**config.mk**
```make
export PLATFORM = sky130hd
export DESIGN_NAME = posit_stream_decoder
export DESIGN_NICKNAME = d
export VERILOG_FILES = /design/src/rtl/posit_stream_decoder.sv
export SDC_FILE = /design/constraint.sdc
export NUM_CORES = 1
export LEC_CHECK = 0
export BUFFER_PORTS_ARGS = -buffer_cell sky130_fd_sc_hd__buf_2
export CORE_ASPECT_RATIO = 1.25
export CORE_MARGIN = 4
export CORE_UTILIZATION = 50
export CTS_CLUSTER_DIAMETER = 150
export DETAILED_ROUTE_END_ITERATION = 12
export PLACE_DENSITY = 0.75
export SLEW_MARGIN = 40
export SYNTH_ARGS = -nofsm -noshare
export SYNTH_HDL_FRONTEND = slang
export SYNTH_SLANG_ARGS = --single-unit
export TNS_END_PERCENT = 20
```
**constraint.sdc**
```tcl
create_clock -name clock -period 1.75 [get_ports clock]
set_input_delay 0.4375 -clock clock [delete_from_list [all_inputs] [get_ports clock]]
set_output_delay 0.4375 -clock clock [all_outputs]
set_load 0.005 [all_outputs]
```
**src/rtl/posit_stream_decoder.sv**
```systemverilog
`default_nettype none
// ============================================================================
// Module   : posit_stream_decoder
// Brief    : Multi-cycle posit<NBITS,ES> field decoder with valid/ready on both
//            sides. POSIT_DEC_FASTSCAN_EN selects a single-cycle regime scan.
// Revision : 1.0  initial release
// ============================================================================
module posit_stream_decoder #(
    parameter int NBITS  = 16,
    parameter int ES     = 1,
    parameter int EXP_W  = 6,
    parameter int FRAC_W = 14
) (
    input  logic              clock,
    input  logic              reset,
    input  logic              io_in_valid,
    output logic              io_in_ready,
    input  logic [NBITS-1:0]  io_in_data,
    output logic              io_out_valid,
    input  logic              io_out_ready,
    output logic              io_out_sign,
    output logic [EXP_W-1:0]  io_out_exponent,
    output logic [FRAC_W-1:0] io_out_fraction,
    output logic              io_out_isZero,
    output logic              io_out_isNaR
);

    localparam int C_BODY_W = NBITS - 1;
    localparam int C_K_W    = $clog2(NBITS);
    localparam int C_FBITS  = FRAC_W - 1;

    localparam logic [NBITS-1:0]    C_NAR      = {1'b1, {(NBITS-1){1'b0}}};
    localparam logic [C_BODY_W-1:0] C_BODY_ONE = C_BODY_W'(1);
    localparam logic [C_K_W-1:0]    C_K_ONE    = C_K_W'(1);
    localparam logic [EXP_W-1:0]    C_EXP_ONE  = EXP_W'(1);

    typedef enum logic [1:0] {
        ST_IDLE     = 2'd0,
        ST_SCAN     = 2'd1,
        ST_ASSEMBLE = 2'd2,
        ST_DONE     = 2'd3
    } state_t;

    state_t              r_state;
    logic [C_BODY_W-1:0] r_shift;
    logic [C_K_W-1:0]    r_kCount;
    logic                r_polarity;
    logic                r_sign;

    logic                r_outValid;
    logic                r_outSign;
    logic [EXP_W-1:0]    r_outExponent;
    logic [FRAC_W-1:0]   r_outFraction;
    logic                r_outIsZero;
    logic                r_outIsNaR;

    logic [C_BODY_W-1:0]         w_absBody;
    logic                        w_isZero;
    logic                        w_isNaR;
    logic [C_BODY_W-1:0]         w_rem;
    logic [EXP_W-1:0]            w_eExt;
    logic [C_BODY_W-1:0]         w_fracSrc;
    logic [C_BODY_W+C_FBITS-1:0] w_fracWide;
    logic [C_FBITS-1:0]          w_fracBits;
    logic [EXP_W-1:0]            w_kExt;
    logic [EXP_W-1:0]            w_regime;
    logic [EXP_W-1:0]            w_exponent;

    // Low NBITS-1 bits of the two's-complement negation depend only on the low bits.
    assign w_absBody = io_in_data[NBITS-1] ? (~io_in_data[NBITS-2:0] + C_BODY_ONE)
                                           : io_in_data[NBITS-2:0];
    assign w_isZero  = (io_in_data == '0);
    assign w_isNaR   = (io_in_data == C_NAR);

    // After the scan, r_shift holds the terminator (if any) at its MSB; zeros
    // shift in behind, so missing exponent and fraction bits read as 0.
    assign w_rem      = r_shift << 1;
    assign w_eExt     = EXP_W'(w_rem >> (C_BODY_W - ES));
    assign w_fracSrc  = w_rem << ES;
    assign w_fracWide = {w_fracSrc, {C_FBITS{1'b0}}};
    assign w_fracBits = w_fracWide[C_BODY_W+C_FBITS-1 -: C_FBITS];

    assign w_kExt     = EXP_W'(r_kCount);
    assign w_regime   = r_polarity ? (w_kExt - C_EXP_ONE) : (-w_kExt);
    assign w_exponent = (w_regime << ES) + w_eExt;

`ifdef POSIT_DEC_FASTSCAN_EN
    logic [C_K_W-1:0] w_fastK;
    logic             w_runOpen;

    // Leading-run length of bits equal to the regime polarity.
    always_comb begin
        w_fastK   = '0;
        w_runOpen = 1'b1;
        for (int i = C_BODY_W - 1; i >= 0; i--) begin
            if (w_runOpen && (r_shift[i] == r_polarity)) begin
                w_fastK = w_fastK + C_K_ONE;
            end else begin
                w_runOpen = 1'b0;
            end
        end
    end
`else
    localparam logic [C_K_W-1:0] C_K_MAX = C_K_W'(C_BODY_W);

    logic             w_nextBit;
    logic [C_K_W-1:0] w_kInc;

    assign w_nextBit = r_shift[C_BODY_W-2];
    assign w_kInc    = r_kCount + C_K_ONE;
`endif

    assign io_in_ready     = (r_state == ST_IDLE) & reset;
    assign io_out_valid    = r_outValid;
    assign io_out_sign     = r_outSign;
    assign io_out_exponent = r_outExponent;
    assign io_out_fraction = r_outFraction;
    assign io_out_isZero   = r_outIsZero;
    assign io_out_isNaR    = r_outIsNaR;

    always_ff @(posedge clock) begin
        if (!reset) begin
            r_state       <= ST_IDLE;
            r_shift       <= '0;
            r_kCount      <= '0;
            r_polarity    <= 1'b0;
            r_sign        <= 1'b0;
            r_outValid    <= 1'b0;
            r_outSign     <= 1'b0;
            r_outExponent <= '0;
            r_outFraction <= '0;
            r_outIsZero   <= 1'b0;
            r_outIsNaR    <= 1'b0;
        end else begin
            case (r_state)
                ST_IDLE: begin
                    if (io_in_valid) begin
                        r_sign     <= io_in_data[NBITS-1];
                        r_shift    <= w_absBody;
                        r_polarity <= w_absBody[C_BODY_W-1];
                        r_kCount   <= '0;
                        if (w_isZero || w_isNaR) begin
                            r_outValid    <= 1'b1;
                            r_outSign     <= 1'b0;
                            r_outExponent <= '0;
                            r_outFraction <= '0;
                            r_outIsZero   <= w_isZero;
                            r_outIsNaR    <= w_isNaR;
                            r_state       <= ST_DONE;
                        end else begin
                            r_state <= ST_SCAN;
                        end
                    end
                end

                ST_SCAN: begin
`ifdef POSIT_DEC_FASTSCAN_EN
                    r_kCount <= w_fastK;
                    r_shift  <= r_shift << w_fastK;
                    r_state  <= ST_ASSEMBLE;
`else
                    // The MSB always matches polarity; stop when the next bit differs or the body is used up.
                    r_kCount <= w_kInc;
                    r_shift  <= r_shift << 1;
                    if ((w_nextBit != r_polarity) || (w_kInc == C_K_MAX)) begin
                        r_state <= ST_ASSEMBLE;
                    end
`endif
                end

                ST_ASSEMBLE: begin
                    r_outValid    <= 1'b1;
                    r_outSign     <= r_sign;
                    r_outExponent <= w_exponent;
                    r_outFraction <= {1'b1, w_fracBits};
                    r_outIsZero   <= 1'b0;
                    r_outIsNaR    <= 1'b0;
                    r_state       <= ST_DONE;
                end

                ST_DONE: begin
                    if (io_out_ready) begin
                        r_outValid <= 1'b0;
                        r_state    <= ST_IDLE;
                    end
                end

                default: begin
                    r_state <= ST_IDLE;
                end
            endcase
        end
    end

endmodule
`default_nettype wire

```
==> results.toml <==
[status]
status = "complete, no violations"

[cells_and_area]
finalInstanceArea_um2 = 3190
seq_area_um2 = 923
multiInputGateArea_um2 = 1460
drive_above_1_share_pct = 30.5
fillCellCount = 390
final_nets = 412
num_antenna_cells = 0
syn_to_final_growth_pct = 30.1

[timing]
slew_violations = 0
fin_crit_ps = 1690
setup_viol = 0
hold_viol = 0
setup_tns_ps = 0
fmax_ghz = 0.592
clock_skew_ps = 8.99
fin_hold_ws_ps = 451
worstMarginPinSlew_ps = 559
period_share_pct = 96.5
rsz0062_at_grt = "yes"
max_slew_margin_pct = 62.6

[synth]
synth-async-reset-ratio_pct = 0
synth_largest_area_cell = "dfxtp_1"
post-synth-top-count-cell = "a21oi_1"
seq_area_frac_synth_pct = 37.5
synth_warnings = 0
ys_types = 44
netlist_area_um2 = 2460
synth_edf_count = 0
syn_nets = 339
ys.flop_type = "dfxtp_1"
synth_area_per_cell_um2 = 7.92
synth_top_area_share_pct = 37.5
synth-seq-cells = 46
synth_cells = 310
yosys-top-cells-area = "dfxtp_1, a21oi_1, nand2_1"
synth_commonest_cells = "a21oi_1, dfxtp_1, nand2_1"

[cts]
ctsRootBufferMaster = "clkbuf_8"
h-tree-depth = 2
cts_tree = "yes"
cts_buffer_depth = 2
clk_latency_ps = 300
cts_hold_buffers = 0
cts_inserted_buffers = 5
clock-sinks = 46
clkTransAtPathRegs_ps = 80

[worst_setup_path]
worstPathRequired_ps = 1310
path_max_fanout = 6
critPathArrivalTime_ps = 1250
rr_worst_depth = 9
reg2reg_from = "r_state[0]"
reg2reg_setup_slack_ps = 110
r2r_end = "io_out_exponent[1]"
timing.setup.critical_path_class = "reg2out"
cp-end-kind = "output pin"
worst_setup_path_start_kind = "register"

[place]
port_buffers = 44
gp_congestion = 0.807
post_dp_cell_area_um2 = 3010
place_hpwl_um = 4500

[die]
die_w_um = 70.7
start_util_pct = 51.9
die_area_um2 = 6100
rows = 28
core_um2 = 4730
die_h_um = 86.4
num_io_pins = 45

[routing]
wl_per_cell_um = 13.4
detail-route-antenna-nets = 0
drtIter0Drc = 134
firstDrtPassIters = 4
route.detailed.drc = 0
viasPerCell = 5.48
wirelength_um = 5960
vias = 2434

[grt]
grt_usage_pct = 19.5
grt_start_max_net_pins = 39
grt_pass1_wl_um = 9850
grt.overflow.total = 0
antenna_found_initial = 0
grt_pass1_vias = 2225

[pwr]
power.density_nw_per_um2 = 1270
power.leakage_nw = 1.36
ir_worst_vdd_uv = 800

[min_path]
hold_path_depth = 2
min_from = "io_out_exponent[3]"
min_to = "io_out_exponent[3]"
hp-class = "reg2reg"

[job]
maxCapViolations = 0
[stage by stage]
step                      utilization, %  instances  worst slack, ps  power [mW]
final                               67.5        444             61.4        4.05
after global placement              63.3        434             -348        3.04
after detailed placement            63.5        434             -265        3.12
after global routing                67.5        444            -60.5        4.32
after floorplan                        -        310             15.0        2.48
after CTS                           66.6        444             7.32        3.99
[how the worst max path moves through the flow]
stage	start	end	slack, ps	depth (start not counted)
global placement	io_in_data[0]	io_out_exponent[5]	-350	8
floorplan	io_in_data[0]	io_out_exponent[0]	10	8
global route	io_in_data[1]	io_out_valid	-60	9
CTS	r_state[1]	io_in_ready	7	6
finish	r_state[1]	io_in_ready	60	6
detailed placement	io_in_data[0]	io_out_valid	-260	9
[worst max-delay path, stage by stage (launching register included)]
cell     delay (ps)
dfxtp_2         330
inv_2            80
ha_4            180
inv_4            50
buf_6           120
nor2_4           80
buf_2           120
[what timing repair did]
item	CTS	global route
gates resized for setup	6	13
endpoints found under the setup margin	4	25
endpoints found under the hold margin	0	0
buffers inserted	2	0
pin swaps	1	1
gates cloned	0	0
[power breakdown]
group,leakage [nW],switching (mW),internal (mW)
registers,0.375,0.147,1.23
logic,0.928,1.07,0.822
clock network,0.0585,0.357,0.428
total,1.36,1.57,2.48
[state kept, by name, summed over array words and instances (netlist names)]
signal	flops
io_out_exponent	6
io_out_fraction	14
io_out_isNaR	1
io_out_isZero	1
io_out_sign	1
io_out_valid	1
r_kCount	4
r_polarity	1
r_shift	14
r_sign	1
r_state	2
[final cells by class]
cell class / instances / area share (%)
Multi-Input combinational cell: 228 / 45.8
Clock inverter: 3 / 1.37
Sequential cell: 46 / 28.9
Timing Repair Buffer: 88 / 17.7
Inverter: 14 / 1.72
Clock buffer: 5 / 2.15
Tap cell: 60 / 2.35
[placed cells by master, fill, tap and decap left out, drive strengths merged, types with 3 or more instances in the layout]
| cell | count |
|---|---|
| a21oi | 47 |
| a22oi | 3 |
| buf | 88 |
| clkbuf | 5 |
| dfxtp | 46 |
| ha | 9 |
| inv | 15 |
| nand2 | 43 |
| nand2b | 5 |
| nand3 | 20 |
| nand3b | 5 |
| nor2 | 18 |
| nor3 | 4 |
| nor4 | 4 |
| o211ai | 5 |
| o21ai | 16 |
| o22ai | 3 |
| o31ai | 3 |
| xnor2 | 5 |
| xor2 | 14 |
[layer usage]
| metal | part of all wire [%] | vias to the layer above | wire length, um | global-route usage (%) |
|---|---|---|---|---|
| met2 | 47 | 80 | 2820 | 32.7 |
| met3 | 5.7 | 10 | 342 | 2.55 |
| met5 | 0 | - | 0 | 0 |
| li1 | - | 1228 | - | - |
| met1 | 45 | 1116 | 2690 | 25.7 |
| met4 | 1.8 | 0 | 108 | 7.01 |
[cell families (layout without fill, tap and decap cells)]
| logic type | Yosys count | count (layout) | synth area share, % |
|---|---|---|---|
| simple gates | 108 | 108 | 22.0 |
| compound gates | 91 | 91 | 22.2 |
| flops | 46 | 46 | 37.5 |
| buf+inv | 36 | 110 | 6.57 |
| xor+xnor | 19 | 19 | 6.78 |
| fa+ha+maj | 9 | 9 | 4.58 |
| mux | 1 | 1 | 0.408 |
(Power assumes the default switching activity.)
